--- config.mk ---
export PLATFORM = sky130hd
export DESIGN_NAME = tt_um_micro_reg_responder
export DESIGN_NICKNAME = d
export VERILOG_FILES = /design/src/rtl/tt_um_micro_reg_pkg.sv /design/src/rtl/micro_strobe_edge.sv /design/src/rtl/tt_um_micro_reg_responder.sv
export SDC_FILE = /design/constraint.sdc
export NUM_CORES = 1
export LEC_CHECK = 0
export ABC_AREA = 1
export CELL_PAD_IN_SITES_DETAIL_PLACEMENT = 0
export CELL_PAD_IN_SITES_GLOBAL_PLACEMENT = 1
export CORE_UTILIZATION = 47
export DETAILED_ROUTE_END_ITERATION = 16
export GPL_TIMING_DRIVEN = 0
export PLACE_DENSITY = 0.92
export SYNTH_ARGS = -nofsm -noshare
export SYNTH_HDL_FRONTEND = slang
export SYNTH_HIERARCHICAL = 1
export SYNTH_SLANG_ARGS = --single-unit
export TNS_END_PERCENT = 1
--- constraint.sdc ---
create_clock -name clk -period 3.6 [get_ports clk]
set_input_delay 0.72 -clock clk [delete_from_list [all_inputs] [get_ports clk]]
set_output_delay 0.72 -clock clk [all_outputs]
set_load 0.01 [all_outputs]
--- src/rtl/tt_um_micro_reg_pkg.sv ---
// Shared types for the micro register responder: command encodings, FSM states, register-file geometry.
package tt_um_micro_reg_pkg;

   localparam int NUM_REGS = 4;
   localparam int ADDR_W   = 2;

   typedef enum logic [1:0] {
      CMD_SETADDR = 2'b00,
      CMD_WRLO    = 2'b01,
      CMD_WRHI    = 2'b10,
      CMD_READ    = 2'b11
   } cmd_t;

   typedef enum logic {
      IDLE    = 1'b0,
      LO_PEND = 1'b1
   } state_t;

endpackage

--- src/rtl/micro_strobe_edge.sv ---
// Strobe edge detector: one fire pulse per rising strobe. strb_q resets high so a strobe
// already asserted when reset releases is not taken as a new command.
module micro_strobe_edge (
   input  logic clk,
   input  logic rst_n,
   input  logic strb,
   output logic fire
);

   logic strb_q;

   always_ff @(posedge clk or negedge rst_n) begin
      if (!rst_n) strb_q <= 1'b1;
      else        strb_q <= strb;
   end

   assign fire = strb & ~strb_q;

endmodule

--- src/rtl/tt_um_micro_reg_responder.sv ---
// Strobed 4 x 8-bit register responder; bytes are written as low then high nibble, and reads are registered.
// Optional build macro MICRO_REG_CHECKSUM_EN adds an XOR-checksum read selected by arg[4].
//
// state   | meaning
// IDLE    | no low nibble held; WRHI here flags err
// LO_PEND | low nibble captured in lo_hold, waiting for WRHI
module tt_um_micro_reg_responder (
   input  logic       clk,
   input  logic       rst_n,
   input  logic [7:0] ui_in,
   output logic [7:0] uo_out
);

   import tt_um_micro_reg_pkg::*;

   logic              fire;
   cmd_t              cmd;
   logic [4:0]        arg;
   state_t            state;
   state_t            state_nxt;
   logic [7:0]        regs [NUM_REGS];
   logic [ADDR_W-1:0] addr;
   logic [3:0]        lo_hold;
   logic              err;
   logic              do_setaddr;
   logic              do_wrlo;
   logic              do_write;
   logic              do_err;
   logic              do_read;
   logic [7:0]        rd_data;
   logic [7:0]        status;

   assign cmd = cmd_t'(ui_in[6:5]);
   assign arg = ui_in[4:0];

   micro_strobe_edge u_strobe (
      .clk   (clk),
      .rst_n (rst_n),
      .strb  (ui_in[7]),
      .fire  (fire)
   );

   always_ff @(posedge clk or negedge rst_n) begin
      if (!rst_n) state <= IDLE;
      else        state <= state_nxt;
   end

   always_comb begin
      state_nxt = state;
      if (fire) begin
         case (cmd)
            CMD_SETADDR: state_nxt = IDLE;
            CMD_WRLO:    state_nxt = LO_PEND;
            CMD_WRHI:    state_nxt = IDLE;
            default:     state_nxt = state;
         endcase
      end
   end

   always_comb begin
      do_setaddr = 1'b0;
      do_wrlo    = 1'b0;
      do_write   = 1'b0;
      do_err     = 1'b0;
      do_read    = 1'b0;
      if (fire) begin
         case (cmd)
            CMD_SETADDR: do_setaddr = 1'b1;
            CMD_WRLO:    do_wrlo    = 1'b1;
            CMD_WRHI: begin
               do_write = (state == LO_PEND);
               do_err   = (state == IDLE);
            end
            default:     do_read    = 1'b1;
         endcase
      end
   end

   assign status = {err, (state == LO_PEND), 4'b0000, addr};

`ifdef MICRO_REG_CHECKSUM_EN
   always_comb begin
      rd_data = arg[3] ? status : regs[addr];
      if (arg[4]) rd_data = regs[0] ^ regs[1] ^ regs[2] ^ regs[3];
   end
`else
   logic unused_arg;
   assign unused_arg = arg[4];
   assign rd_data    = arg[3] ? status : regs[addr];
`endif

   always_ff @(posedge clk or negedge rst_n) begin
      if (!rst_n) begin
         for (int i = 0; i < NUM_REGS; i++) regs[i] <= 8'h00;
         addr    <= '0;
         lo_hold <= 4'h0;
         err     <= 1'b0;
         uo_out  <= 8'h00;
      end else begin
         if (do_setaddr) begin
            addr    <= arg[ADDR_W-1:0];
            lo_hold <= 4'h0;
         end
         if (do_wrlo) lo_hold <= arg[3:0];
         if (do_write) begin
            regs[addr] <= {arg[3:0], lo_hold};
            addr       <= addr + 1'b1;
         end
         if (do_err)  err    <= 1'b1;
         if (do_read) uo_out <= rd_data;
      end
   end

endmodule

==> results_dict.tcl <==
set metrics [dict create \
    postCtsHoldBufs 0 \
    crit_slowest_cell "clkdlybuf4s50_1" \
    swShare 0.325 \
    layout-drive-gt1-share 0.127 \
    p_per_area_nw_per_um2 558 \
    grt_pass1_vias 1624 \
    fin_crit_sh 0.583 \
    drc 0 \
    postRouteAntennaNets 0 \
    wl_met3_microns 305 \
    max_stage_delay_ns 0.47 \
    yosys_warnings 6 \
    outcome "finished clean" \
    root_buffer "clkbuf_8" \
    highest_layer "met4" \
    synthToLayoutAreaGrowth_pct 14.1 \
    post-place-cells 327 \
    rows 24 \
    clk_latency_ns 0.30 \
    power_frac_clock 0.216 \
    die_w_microns 71.6 \
    path_clk_slew_ns 0.08 \
    maxCapViolCount 0 \
    place_hpwl_microns 3390 \
    ys_seq_area_frac 0.540 \
    pwr-share-comb 0.279 \
    finalSetupTns_ns 0 \
    syn_inst 258 \
    htreeDepth 2 \
    drt_iter0_drc 115 \
    port_buffers 16 \
    place_area_sq_um 2510 \
    clock_path_buffers 2 \
    fin_area_sq_um 2590 \
    postLayoutSetupSlackWorst_ns 1.50 \
    cp-end-kind "register" \
    p_int_w 0.000977 \
    fin_cells 335 \
    die_area_sq_um 5120 \
    synthesis.nets 272 \
    path_class "in2reg" \
    post-place-ws_ns 1.20 \
    worst_pin_slew_ns 0.493 \
    grt_pass1_wl_microns 8320 \
    final_cell_mix "nand2_1, dfrtp_1, nand3_1" \
    viasPerCell 5.34 \
    fin_hold_ws_ns 0.344 \
    rsz0062_at_grt "no" \
    drt_pass1_iterations 4 \
    grt_max_degree 32 \
    crit_family "simple AND/OR/NAND/NOR gates" \
    final.setup_skew_ns 0.00353 \
    wl_met1_microns 2270 \
    avgSynthCellArea_sq_um 8.81 \
    antenna_found_initial 0 \
    critPathMaxFanout 7 \
    cts_resized 0 \
    switchingPower_w 0.000471 \
    synth_cell_types 20 \
    setup_violations 0 \
    path_buf_inv 2 \
    wl_met2_microns 2210 \
    seq_power_share 0.505 \
    layout_commonest_cell "nand2_1" \
    crit_arrival_ns 2.34 \
    cts_tree "built" \
    ys_seq_elements 49 \
    numClockSinks 49 \
    antenna_cells 0 \
    core-area_sq_um 4500 \
    p_leak_nw 1.29 \
    wirelength_microns 4850 \
    timing.final.max_slew_violations 0 \
    crit_path_frequent_cell "nand3_1" \
    fp.dieH_microns 71.6 \
    io_pins 18 \
    finalHoldViolations 0 \
    min_path_type "in2async" \
    initial_core_util 0.505 \
    cts_setup_buffers 0 \
    worstPathRequired_ns 3.84 \
    track_usage 0.220 \
    finalCriticalPeriod_ns 2.10 \
    gp_routability_congestion 0.793 \
    slew_headroom 0.671 \
    wire_per_inst_microns 14.5 \
    n_fill_cell 440 \
    fmax_mhz 476 \
    syn_area_sq_um 2270 \
    overflow 0 \
    peakVddDrop_uv 294 \
    path_cells "clkdlybuf4s50_1 > inv_1 > nor2_2 > nand3_1 > nor2_1 > nand3_1 > nand3_1" \
    cts_buffers 5 \
    cp-start-kind "input pin" \
    dr_total_vias 1790 \
    layout.nets 296 \
]
Yosys cell counts (all sizes together):
| cell | number | area (sq um) |
|---|---|---|
| a21oi | 2 | 10.0 |
| inv | 20 | 80.1 |
| clkbuf | 1 | 3.75 |
| o21ai | 34 | 211 |
| ha | 4 | 50.1 |
| buf | 10 | 75.1 |
| dfstp | 1 | 26.3 |
| nand4 | 3 | 33.8 |
| nand3 | 26 | 130 |
| o22ai | 4 | 25.0 |
| nand2 | 98 | 398 |
| nor2 | 7 | 28.8 |
| dfrtp | 48 | 1200 |
flip-flops by register name, summed over array words and instances (netlist names):
signal	count
state	1
addr	2
u_strobe/strb_q	1
lo_hold	4
err	1
regs	32
uo_out	8
cells by family (layout without fill, tap and decap cells):
family | after synthesis | in the layout | share of synthesized area
buf+inv | 31 | 56 | 0.0699
simple gates | 134 | 134 | 0.260
flops | 49 | 49 | 0.540
fa+ha+maj | 4 | 4 | 0.0220
compound gates | 40 | 40 | 0.108
metrics by stage:
stage	total power (W)	util
2_1_floorplan	0.00100	-
3_3_place_gp	0.00113	0.555
3_5_place_dp	0.00115	0.558
4_1_cts	0.00146	0.576
5_1_grt	0.00154	0.576
6_report	0.00145	0.576
metal layers:
| layer | up-vias | GRT usage |
|---|---|---|
| li1 | 877 | - |
| met1 | 857 | 0.324 |
| met2 | 49 | 0.333 |
| met3 | 7 | 0.0436 |
| met4 | 0 | 0.0654 |
| met5 | - | 0 |
worst paths after layout:
check                      slack [ns]                  start                    end  depth (start not counted)
min in group clk                 0.48  uo_out[7]$_DFFE_PN0P_  uo_out[7]$_DFFE_PN0P_                          2
max                              1.50               ui_in[7]  uo_out[1]$_DFFE_PN0P_                          7
max in group asynchronous        2.75                  rst_n  uo_out[2]$_DFFE_PN0P_                          2
min reg2reg                      0.48  uo_out[7]$_DFFE_PN0P_  uo_out[7]$_DFFE_PN0P_                          2
max reg2reg                      1.73    addr[0]$_DFFE_PN0P_   regs[29]$_DFFE_PN0P_                          8
min                              0.34                  rst_n   regs[29]$_DFFE_PN0P_                          1
power by group through the flow:
stage	combinational, W	sequential [W]	clock, W
final	0.000404	0.000732	0.000312
after global routing	0.000458	0.000745	0.000339
after CTS	0.000409	0.000731	0.000317
after detailed placement	0.000407	0.000742	0
after global placement	0.000398	0.000737	0
after floorplan	0.000265	0.000739	0
area by class of cell:
type                            count  area [sq um]  share of cell area
Sequential cell                    49          1230               0.473
Multi-Input combinational cell    178           887               0.342
Timing Repair Buffer               17           175              0.0675
Clock buffer                        8          80.1              0.0309
Inverter                           20          80.1              0.0309
Buffer                             11          78.8              0.0304
Tap cell                           52          65.1              0.0251
Note: power is estimated with default switching activity, not from simulation.
